**src/rtl/flappy_pkg.sv**
```systemverilog
// Shared types for the flappy game-state/scoring slice: FSM state encoding,
// BCD digit type and the default score width.
package flappy_pkg;

    localparam int unsigned DIGITS_DEF = 3;

    typedef enum logic [1:0] {
        IDLE  = 2'd0,
        PLAY  = 2'd1,
        DYING = 2'd2,
        DEAD  = 2'd3
    } game_state_t;

    typedef logic [3:0] bcd_digit_t;

endpackage

```
**src/rtl/bcd_counter.sv**
```systemverilog
// Multi-digit packed BCD counter with synchronous clear and increment;
// saturates at all-nines instead of wrapping.
module bcd_counter
    import flappy_pkg::*;
#(
    parameter int unsigned DIGITS = DIGITS_DEF
) (
    input  logic                  clk,
    input  logic                  reset,
    input  logic                  clear,
    input  logic                  inc,
    output logic [4*DIGITS-1:0]   bcd
);

    bcd_digit_t [DIGITS-1:0] digit_q;
    bcd_digit_t [DIGITS-1:0] digit_d;
    logic                    all_nines;
    logic                    carry;

    always_comb begin
        all_nines = 1'b1;
        for (int unsigned i = 0; i < DIGITS; i++) begin
            if (digit_q[i] != 4'd9) begin
                all_nines = 1'b0;
            end
        end
    end

    // Ripple the carry from digit0 upward; the chain stops at the first non-9 digit.
    always_comb begin
        digit_d = digit_q;
        carry   = inc & ~all_nines;
        for (int unsigned i = 0; i < DIGITS; i++) begin
            if (carry) begin
                if (digit_q[i] == 4'd9) begin
                    digit_d[i] = '0;
                end else begin
                    digit_d[i] = digit_q[i] + 4'd1;
                    carry      = 1'b0;
                end
            end
        end
    end

    always_ff @(posedge clk) begin
        if (reset || clear) begin
            digit_q <= '0;
        end else begin
            digit_q <= digit_d;
        end
    end

    assign bcd = digit_q;

endmodule

```
**src/rtl/game_score_ctrl.sv**
```systemverilog
// Per-frame collision/pass judgement, IDLE/PLAY/DYING/DEAD game FSM and BCD score.
// Define HIGH_SCORE_EN to build the best-score register behind hi_bcd.
module game_score_ctrl
    import flappy_pkg::*;
#(
    parameter int unsigned X_W        = 10,
    parameter int unsigned Y_W        = 10,
    parameter int unsigned BIRD_X     = 200,
    parameter int unsigned PIPE_W     = 40,
    parameter int unsigned GAP_H      = 120,
    parameter int unsigned DEATH_HOLD = 60,
    parameter int unsigned DIGITS     = DIGITS_DEF
) (
    input  logic                clk,
    input  logic                reset,
    input  logic                frame_tick,
    input  logic                start,
    input  logic [Y_W-1:0]      bird_y,
    input  logic [X_W-1:0]      pipe_x,
    input  logic [Y_W-1:0]      gap_y,
    input  logic                floor_hit,
    output logic [1:0]          state,
    output logic                is_dead,
    output logic                score_pulse,
    output logic [4*DIGITS-1:0] score_bcd,
    output logic [4*DIGITS-1:0] hi_bcd
);

    localparam int unsigned       HOLD_W     = (DEATH_HOLD > 1) ? $clog2(DEATH_HOLD) : 1;
    localparam logic [X_W:0]      BIRD_X_EXT = (X_W+1)'(BIRD_X);
    localparam logic [X_W:0]      PIPE_W_EXT = (X_W+1)'(PIPE_W);
    localparam logic [Y_W:0]      GAP_H_EXT  = (Y_W+1)'(GAP_H);
    localparam logic [HOLD_W-1:0] HOLD_LOAD  = HOLD_W'(DEATH_HOLD - 1);

    game_state_t       state_q, state_d;
    logic [HOLD_W-1:0] hold_q, hold_d;
    logic [X_W:0]      trail, prev_trail;
    logic [Y_W:0]      gap_end;
    logic              in_column, outside_gap, hit, pass;
    logic              score_clear, score_inc, pulse_d;

    assign trail       = {1'b0, pipe_x} + PIPE_W_EXT;
    assign gap_end     = {1'b0, gap_y} + GAP_H_EXT;
    assign in_column   = (BIRD_X_EXT >= {1'b0, pipe_x}) && (BIRD_X_EXT < trail);
    assign outside_gap = ({1'b0, bird_y} < {1'b0, gap_y}) || ({1'b0, bird_y} >= gap_end);
    assign hit         = floor_hit || (in_column && outside_gap);
    // A respawn moves the trailing edge right of the bird, so it can never look like a crossing.
    assign pass        = (prev_trail > BIRD_X_EXT) && (trail <= BIRD_X_EXT);

    always_comb begin
        state_d     = state_q;
        hold_d      = hold_q;
        score_clear = 1'b0;
        score_inc   = 1'b0;
        pulse_d     = 1'b0;
        if (frame_tick) begin
            case (state_q)
                IDLE: begin
                    if (start) begin
                        state_d     = PLAY;
                        score_clear = 1'b1;
                    end
                end
                PLAY: begin
                    if (hit) begin
                        state_d = DYING;
                        hold_d  = HOLD_LOAD;
                    end else if (pass) begin
                        score_inc = 1'b1;
                        pulse_d   = 1'b1;
                    end
                end
                DYING: begin
                    if (hold_q == '0) begin
                        state_d = DEAD;
                    end else begin
                        hold_d = hold_q - 1'b1;
                    end
                end
                DEAD: begin
                    if (start) begin
                        state_d = IDLE;
                    end
                end
                default: state_d = IDLE;
            endcase
        end
    end

    always_ff @(posedge clk) begin
        if (reset) begin
            state_q     <= IDLE;
            hold_q      <= '0;
            prev_trail  <= '0;
            is_dead     <= 1'b0;
            score_pulse <= 1'b0;
        end else begin
            state_q     <= state_d;
            hold_q      <= hold_d;
            is_dead     <= (state_d == DYING) || (state_d == DEAD);
            score_pulse <= pulse_d;
            if (frame_tick) begin
                prev_trail <= trail;
            end
        end
    end

    assign state = state_q;

    bcd_counter #(
        .DIGITS (DIGITS)
    ) u_score (
        .clk   (clk),
        .reset (reset),
        .clear (score_clear),
        .inc   (score_inc),
        .bcd   (score_bcd)
    );

`ifdef HIGH_SCORE_EN
    logic [4*DIGITS-1:0] hi_q;

    always_ff @(posedge clk) begin
        if (reset) begin
            hi_q <= '0;
        end else if (state_q == DYING && state_d == DEAD && score_bcd > hi_q) begin
            hi_q <= score_bcd;
        end
    end

    assign hi_bcd = hi_q;
`else
    assign hi_bcd = '0;
`endif

endmodule
```
**config.mk**
```make
export PLATFORM = sky130hd
export DESIGN_NAME = game_score_ctrl
export DESIGN_NICKNAME = d
export VERILOG_FILES = /design/src/rtl/flappy_pkg.sv /design/src/rtl/bcd_counter.sv /design/src/rtl/game_score_ctrl.sv
export SDC_FILE = /design/constraint.sdc
export NUM_CORES = 1
export LEC_CHECK = 0
export BUFFER_PORTS_ARGS = -buffer_cell sky130_fd_sc_hd__buf_2
export CAP_MARGIN = 10
export CELL_PAD_IN_SITES_DETAIL_PLACEMENT = 1
export CELL_PAD_IN_SITES_GLOBAL_PLACEMENT = 1
export CORE_MARGIN = 4
export CORE_UTILIZATION = 36
export CTS_CLUSTER_DIAMETER = 30
export CTS_CLUSTER_SIZE = 8
export DETAILED_ROUTE_END_ITERATION = 6
export MAX_ROUTING_LAYER = met4
export PLACE_DENSITY = 0.76
export SYNTH_ARGS = -nofsm -noshare
export SYNTH_HDL_FRONTEND = slang
export SYNTH_SLANG_ARGS = --single-unit
```
**constraint.sdc**
```tcl
create_clock -name clk -period 2.28 [get_ports clk]
set_input_delay 0.342 -clock clk [delete_from_list [all_inputs] [get_ports clk]]
set_output_delay 0.342 -clock clk [all_outputs]
set_load 0.05 [all_outputs]
```
==> results of run 1 <==
per-layer routing:
layer,GRT usage [%],part of all wire (%),vias to the layer above
li1,-,-,1309
met1,20.73,42,1278
met2,34.74,53,53
met3,2.600,3.3,8
met4,5.739,1.4,0
met5,-,0,-
logic make-up after synthesis:
logic type | count (synthesis) | synth area share, %
DFF | 33 | 25.59
adders and majority gates | 20 | 9.695
AOI/OAI and AO/OA | 78 | 23.12
other | 1 | 0.1453
buffers and inverters | 44 | 8.676
muxes | 10 | 3.878
xor gates and xnor gates | 13 | 4.411
and+or+nand+nor | 116 | 24.48
power breakdown:
part	switching, mW	internal (mW)
logic	0.395	0.305
clock network	0.226	0.211
registers	0.0329	0.614
total	0.655	1.13
cell type report:
| cell class | instances | area share [%] |
|---|---|---|
| Multi-Input combinational cell | 249 | 54.72 |
| Sequential cell | 33 | 18.92 |
| Timing Repair Buffer | 98 | 18.31 |
| Tap cell | 96 | 3.433 |
| Inverter | 18 | 2.146 |
| Clock buffer | 5 | 1.967 |
| Clock inverter | 3 | 0.5007 |
through the flow:
stage	hold slack, ns	area, um2	utilization, %	total power [mW]	setup TNS [ns]
finish	0.3629	3498	50.93	1.784	0
global route	0.4060	3498	50.93	1.909	-0.1398
CTS	0.3545	3281	47.76	1.723	0
detailed placement	0.4833	3158	45.97	1.263	-5.362
global placement	0.4568	3158	45.97	1.231	-3.686
floorplan	0.4410	2636	-	1.049	-0.3468
worst max-delay path: stages:
cell and delay (ns):
sky130_fd_sc_hd__buf_8 0.11, sky130_fd_sc_hd__inv_4 0.06, sky130_fd_sc_hd__ha_4 0.15, sky130_fd_sc_hd__nand3_4 0.08, sky130_fd_sc_hd__xnor2_2 0.14, sky130_fd_sc_hd__ha_1 0.32
sky130_fd_sc_hd__nand2_1 0.08, sky130_fd_sc_hd__or4_4 0.53, sky130_fd_sc_hd__a31oi_4 0.22, sky130_fd_sc_hd__buf_6 0.13, sky130_fd_sc_hd__o31ai_4 0.06, sky130_fd_sc_hd__a221oi_2 0.24
flip-flops by register name, indices dropped and copies added (netlist names):
signal / count
u_score.bcd: 12
prev_trail: 11
is_dead: 1
score_pulse: 1
hold_q: 6
state: 2
synthesized netlist by cell type, types with 5 or more instances:
cell	n
sky130_fd_sc_hd__dfxtp_1	33
sky130_fd_sc_hd__ha_1	20
sky130_fd_sc_hd__nand3_1	10
sky130_fd_sc_hd__mux2i_1	10
sky130_fd_sc_hd__buf_2	5
sky130_fd_sc_hd__o21ai_0	6
sky130_fd_sc_hd__inv_1	18
sky130_fd_sc_hd__o21a_1	6
sky130_fd_sc_hd__nor2_1	26
sky130_fd_sc_hd__xnor2_1	10
sky130_fd_sc_hd__clkbuf_1	6
sky130_fd_sc_hd__nor2b_1	7
sky130_fd_sc_hd__a211oi_1	5
sky130_fd_sc_hd__a21oi_1	15
sky130_fd_sc_hd__and2_1	5
sky130_fd_sc_hd__buf_4	12
sky130_fd_sc_hd__nor3_1	10
sky130_fd_sc_hd__nand2_1	28
sky130_fd_sc_hd__o32ai_1	5
sky130_fd_sc_hd__o31ai_1	5
final timing paths:
path | start | slack [ns] | depth (start not counted) | to
max | gap_y[3] | 0.02 | 12 | hold_q[3]$_SDFFE_PP0P_
max reg2reg | hold_q[0]$_SDFFE_PP0P_ | 0.15 | 8 | hold_q[2]$_SDFFE_PP0P_
min | floor_hit | 0.36 | 4 | score_pulse$_SDFF_PP0_
min reg2reg | hold_q[1]$_SDFFE_PP0P_ | 0.49 | 2 | hold_q[1]$_SDFFE_PP0P_
cells in the final DEF, fill, tap and decap left out, types with 5 or more instances in the layout:
master	synthesis	routed
sky130_fd_sc_hd__buf_2	5	47
sky130_fd_sc_hd__buf_4	12	46
sky130_fd_sc_hd__dfxtp_1	33	32
sky130_fd_sc_hd__nand2_1	28	28
sky130_fd_sc_hd__nor2_1	26	26
sky130_fd_sc_hd__ha_1	20	18
sky130_fd_sc_hd__inv_1	18	15
sky130_fd_sc_hd__a21oi_1	15	15
sky130_fd_sc_hd__conb_1	1	12
sky130_fd_sc_hd__mux2i_1	10	10
sky130_fd_sc_hd__nand3_1	10	9
sky130_fd_sc_hd__xnor2_1	10	9
sky130_fd_sc_hd__nor3_1	10	7
sky130_fd_sc_hd__nor2b_1	7	6
sky130_fd_sc_hd__o21a_1	6	6
sky130_fd_sc_hd__o21ai_0	6	6
sky130_fd_sc_hd__and2_1	5	5
sky130_fd_sc_hd__clkbuf_8	0	5
timing repair:
item                       in CTS  in global routing
setup buffers                   0                  8
resized for setup               8                 34
pin swaps                       3                 19
setup endpoints to repair       5                 16
==> summary.txt, run 1 <==
GLOBAL ROUTING
---------------------------------------------------------------------------------------
Total gr overflow ........................................................            0
Overall routing resource usage ...........................................       18.74%
Number of antenna violations at the first check in global routing ........            0
First-pass GRT wire length ...............................................     12.81 mm
Pin count of the biggest net entering global routing .....................           27
Vias in the first global route ...........................................         2823

FINAL LAYOUT
---------------------------------------------------------------------------------------
Antenna diode count ......................................................            0
Register Area ............................................................    661.9 um2
Combined area of the multi-input logic cells ............................. 0.001914 mm2
Fill count ...............................................................          850
Layout overhead on the synthesized area ..................................       35.53%
Post-route insts no fill .................................................          502
Final nets ...............................................................          460
Fraction of final layout cells with drive strength greater than 1 ........       35.96%

POWER
---------------------------------------------------------------------------------------
VDD IR max ...............................................................     199.9 uV
Leakage ..................................................................     1.575 nW
Power per unit of standard cell area ..................................... 509.9 mW/mm2

SETUP PATH
---------------------------------------------------------------------------------------
Setup crit end kind ......................................................         flop
Data arrival time of the critical path ...................................      2.46 ns
Startpoint type of the worst setup path ..................................    input pin
Crit Path Category ....................................................... input pin to flop
CP Data Required Time ....................................................      2.48 ns
Crit Path Max Fanout .....................................................            3

YOSYS
---------------------------------------------------------------------------------------
Post-Synthesis Cell Area ................................................. 0.002581 mm2
Dominant cell type by area after synthesis ............................... sky130_fd_sc_hd__dfxtp_1
Portion of the post-synthesis area used by sequential elements ...........       25.59%
Synthesized area per cell ................................................    8.194 um2
Top cell type's share of synthesized area ................................       25.59%
Largest cells by area after synthesis .................................... sky130_fd_sc_hd__dfxtp_1, sky130_fd_sc_hd__ha_1, sky130_fd_sc_hd__nand2_1
#FFs+latches synth .......................................................           33
Fraction of registers with async set or reset after synthesis ............           0%
Number of warnings printed during yosys synthesis ........................            0
Most common flop cell mapped by yosys .................................... sky130_fd_sc_hd__dfxtp_1
Post-Synthesis Cells .....................................................          315
Synth unique cells .......................................................           59
Count of flip-flops with a built-in enable after synthesis ...............            0

FLOORPLANNING
---------------------------------------------------------------------------------------
Width of the die .........................................................     92.68 um
Number of placement rows .................................................           30
Number of top-level pins .................................................           63
Overall die area ......................................................... 0.008589 mm2
Starting utilization of the core area ....................................       37.58%
Placeable core area ...................................................... 0.006869 mm2
Die Height ...............................................................     92.68 um

STA
---------------------------------------------------------------------------------------
Count of endpoints failing hold in the final timing report ...............            0
Number of max-slew violations in the final report ........................            0
Worst Slack Setup Final ..................................................   0.01809 ns
Final period util ........................................................       99.21%
Worst slew margin relative to its limit ..................................       63.52%
Setup violations, final ..................................................            0
Period minus WS final ....................................................     2.262 ns
Slew @ Worst Pin .........................................................    0.5472 ns
Clock Skews ..............................................................   0.01438 ns
Achievable frequency .....................................................    442.1 MHz

STATUS
---------------------------------------------------------------------------------------
Status ...................................................................    completed

CLOCKING
---------------------------------------------------------------------------------------
Worst-Skew Late Latency ..................................................      0.29 ns
CTS H-tree lvls ..........................................................            2
Number of buffers between clock root and the deepest sink ................            2
CTS tree .................................................................          yes
Number of clock buffers inserted by TritonCTS ............................            5
Number of hold buffers added after CTS ...................................            0
Number of clock sinks ....................................................           33
Worst-path clk slew ......................................................      0.08 ns
Library cell used as clock root buffer ................................... sky130_fd_sc_hd__clkbuf_8

ROUTE
---------------------------------------------------------------------------------------
Total length of routed wires .............................................     7.918 mm
Number of violations reported at the end of detailed-routing iteration 0 .           56
Number of vias per cell after detailed routing ...........................        5.275
Post-route antenna net violation count ...................................            0
Average wire length per cell after detail routing ........................     15.77 um
Detailed-route DRC error count ...........................................            0
Via Count ................................................................         2648
First-pass detailed-route iteration total ................................            4

PLACEMENT
---------------------------------------------------------------------------------------
HPWL Detailed ............................................................     5.933 mm
Routability congestion estimate from global placement ....................       0.8292
# port buffers ...........................................................           50
Worst setup slack after placement ........................................   -0.4217 ns
Dpl cells ................................................................          487

FLOW RUN
---------------------------------------------------------------------------------------
Number of max-capacitance violations reported ............................            0

HOLD PATH
---------------------------------------------------------------------------------------
Classification of the worst-slack hold path .............................. input pin to flop

(Power assumes the default switching activity.)
==> run 2: changes to the inputs <==
- PLACE_DENSITY: 0.76 -> unset
- PLACE_DENSITY_LB_ADDON: unset -> 0.1
==> summary.txt, run 2 (synthesis results as in run 1) <==
FINAL LAYOUT
---------------------------------------------------------------------------------------
Layout overhead on the synthesized area ..................................       32.48%
Fraction of final layout cells with drive strength greater than 1 ........       34.95%   -1.0 points
Fill count ...............................................................          871   +2.5%
Leading cell types in the layout, fill and taps excluded ................. sky130_fd_sc_hd__buf_4, sky130_fd_sc_hd__buf_2, sky130_fd_sc_hd__dfxtp_1
Flip-flop count of the largest register after layout .....................           12   unchanged
Antenna diode count ......................................................            0   unchanged
Most common library cell in the layout ignoring fill and taps ............ sky130_fd_sc_hd__buf_4
Post-route insts no fill .................................................          508   +1.2%
Final nets ...............................................................          466   +1.3%

POWER
---------------------------------------------------------------------------------------
Combinational power share ................................................        37.2%   -2.0 points
Total power of the final layout ..........................................     1.734 mW   -2.8%
Internal power ...........................................................     1.109 mW   -1.8%
VDD IR max ...............................................................     220.9 uV   +10%
Power per unit of standard cell area ..................................... 507.0 mW/mm2   -0.57%
Power spent charging and discharging nets ................................    0.6251 mW   -4.5%
Sequential share of power ................................................        37.4%   +1.1 points
Leakage ..................................................................     1.578 nW   +0.16%
Sw frac ..................................................................       36.06%   -0.64 points
Portion of total power attributed to the clock network ...................        25.4%   +0.9 points

ROUTE
---------------------------------------------------------------------------------------
Total length of routed wires .............................................     7.257 mm   -8.3%
Post-route antenna net violation count ...................................            0   unchanged
Average wire length per cell after detail routing ........................     14.29 um   -9.4%
Via Count ................................................................         2581   -2.5%
Number of violations reported at the end of detailed-routing iteration 0 .           87   +55%
Number of vias per cell after detailed routing ...........................        5.081   -3.7%
First-pass detailed-route iteration total ................................            4   unchanged
Detailed-route DRC error count ...........................................            0   unchanged

PLACEMENT
---------------------------------------------------------------------------------------
Worst setup slack after placement ........................................   -0.3464 ns   +0.07525 ns
Routability congestion estimate from global placement ....................       0.7762   -6.4%
HPWL Detailed ............................................................     5.837 mm   -1.6%
# port buffers ...........................................................           50   unchanged
Dpl cells ................................................................          496   +1.8%

STATUS
---------------------------------------------------------------------------------------
Status ...................................................................    completed

SETUP PATH
---------------------------------------------------------------------------------------
Setup crit end kind ......................................................         flop
Crit Path Max Fanout .....................................................            7   +4
Data arrival time of the critical path ...................................      2.42 ns   -0.04 ns
Largest delay share family, worst path ................................... simple AND/OR/NAND/NOR gates
Max stage delay on crit path .............................................      0.43 ns   -0.10 ns
Crit path buffers/inverters ..............................................            3   unchanged
CP Data Required Time ....................................................      2.45 ns   -0.03 ns
Critical-path top delay cell ............................................. sky130_fd_sc_hd__or4_4
Crit Path Category ....................................................... input pin to flop
Cell Chain, Critical Path ................................................ buf_2, inv_2, ha_4, nand3_4, xnor2_2, ha_1, nand2_1, or4_4, a31oi_4, nor3_2, buf_4, o31a_1
Startpoint type of the worst setup path ..................................    input pin

STA
---------------------------------------------------------------------------------------
Clock Skews ..............................................................  0.007091 ns   -0.007291 ns
Count of endpoints failing hold in the final timing report ...............            0   unchanged
Worst Slack Setup Final ..................................................   0.03236 ns   +0.01427 ns
Final period util ........................................................       98.58%   -0.63 points
Period minus WS final ....................................................     2.248 ns   -0.01427 ns
Setup violations, final ..................................................            0   unchanged
Achievable frequency .....................................................    444.9 MHz   +0.64%
RSZ-0062 raised after global routing .....................................          yes
Worst-case hold slack ....................................................    0.3935 ns   +0.03065 ns
Number of max-slew violations in the final report ........................            0   unchanged

GLOBAL ROUTING
---------------------------------------------------------------------------------------
Pin count of the biggest net entering global routing .....................           27   unchanged
Vias in the first global route ...........................................         2612   -7.5%
Number of antenna violations at the first check in global routing ........            0   unchanged
Overall routing resource usage ...........................................       17.31%   -1.4 points
Total gr overflow ........................................................            0   unchanged
First-pass GRT wire length ...............................................     12.10 mm   -5.6%

CLOCKING
---------------------------------------------------------------------------------------
Number of clock buffers inserted by TritonCTS ............................            5   unchanged
Library cell used as clock root buffer ................................... sky130_fd_sc_hd__clkbuf_8
Worst-path clk slew ......................................................      0.07 ns   about the same
Number of clock sinks ....................................................           33   unchanged
Number of buffers between clock root and the deepest sink ................            2   unchanged
CTS H-tree lvls ..........................................................            2   unchanged
CTS tree .................................................................          yes
Worst-Skew Late Latency ..................................................      0.28 ns   about the same
Number of hold buffers added after CTS ...................................            0   unchanged

FLOORPLANNING
---------------------------------------------------------------------------------------
Starting utilization of the core area ....................................       37.58%   unchanged
Placeable core area ...................................................... 0.006869 mm2   unchanged
Number of top-level pins .................................................           63   unchanged
Number of placement rows .................................................           30   unchanged
Die Height ...............................................................     92.68 um   unchanged
Overall die area ......................................................... 0.008589 mm2   unchanged
Width of the die .........................................................     92.68 um   unchanged

HOLD PATH
---------------------------------------------------------------------------------------
Classification of the worst-slack hold path .............................. input pin to flop

FLOW RUN
---------------------------------------------------------------------------------------
Number of max-capacitance violations reported ............................            0   unchanged

-- run 2: cell types whose count changed in the layout (fill, tap and decap cells not counted), moves of 2 or more --
cell                      previous run  this run
sky130_fd_sc_hd__inv_2               0         3
sky130_fd_sc_hd__buf_4              46        54
sky130_fd_sc_hd__o32ai_2             3         0
sky130_fd_sc_hd__inv_4               3         0
sky130_fd_sc_hd__o32ai_1             1         5
sky130_fd_sc_hd__buf_2              47        50
sky130_fd_sc_hd__buf_6               4         0
sky130_fd_sc_hd__nor3_4              2         0
-- run 2: final cells by class --
type	count	area [um2]	area share, %
Inverter	18	67.56	1.976
Clock inverter	3	17.52	0.5123
Multi-Input combinational cell	249	1828	53.46
Sequential cell	33	661.9	19.36
Tap cell	96	120.1	3.513
Timing Repair Buffer	104	655.6	19.17
Clock buffer	5	68.82	2.012
-- run 2: what timing repair did --
action	4_1_cts	5_1_grt
pin swaps	1	4
setup buffers	0	4
gates resized for setup	2	16
setup endpoints to repair	2	9
-- run 2: worst register-to-register path: stages, from the launching register on --
cell and delay (ns):
sky130_fd_sc_hd__dfxtp_1 0.32, sky130_fd_sc_hd__o31a_1 0.30, sky130_fd_sc_hd__o311a_1 0.33, sky130_fd_sc_hd__o21ai_0 0.30
sky130_fd_sc_hd__nor4_4 0.06, sky130_fd_sc_hd__buf_4 0.16, sky130_fd_sc_hd__and3_2 0.19, sky130_fd_sc_hd__a311o_1 0.30
-- run 2: path summary, 6_finish.rpt --
path | start | end | slack, ns | cells past startpoint
setup / recovery | gap_y[4] | hold_q[2]$_SDFFE_PP0P_ | 0.03 | 12
hold / removal | floor_hit | score_pulse$_SDFF_PP0_ | 0.39 | 4
setup reg to reg | prev_trail[0]$_SDFFE_PP0P_ | u_score.bcd[3]$_SDFFE_PP0N_ | 0.21 | 7
hold reg to reg | prev_trail[10]$_SDFFE_PP0P_ | prev_trail[10]$_SDFFE_PP0P_ | 0.48 | 2
-- run 2: power groups by stage --
stage | logic (mW) | clock network (mW) | registers [mW]
floorplan | 0.369 | 0 | 0.680
global placement | 0.594 | 0 | 0.659
detailed placement | 0.606 | 0 | 0.661
CTS | 0.612 | 0.457 | 0.648
global route | 0.712 | 0.489 | 0.656
finish | 0.645 | 0.440 | 0.649
-- run 2: layer usage --
metal / up-vias / share of wire [%] / track usage [%]
met1: 1199 / 48 / 22.20
met3: 8 / 3.5 / 2.356
met2: 54 / 47 / 28.64
li1: 1320 / - / -
met5: - / 0 / -
met4: 0 / 1.3 / 4.762
-- run 2: stage by stage --
| stage | TNS [ns] | util (%) | cell area (um2) |
|---|---|---|---|
| final | 0 | 49.78 | 3420 |
| after global routing | -0.1332 | 49.78 | 3420 |
| after detailed placement | -4.467 | 46.96 | 3226 |
| after CTS | 0 | 48.29 | 3317 |
| after floorplan | -0.3468 | - | 2636 |
| after global placement | -3.718 | 46.96 | 3226 |
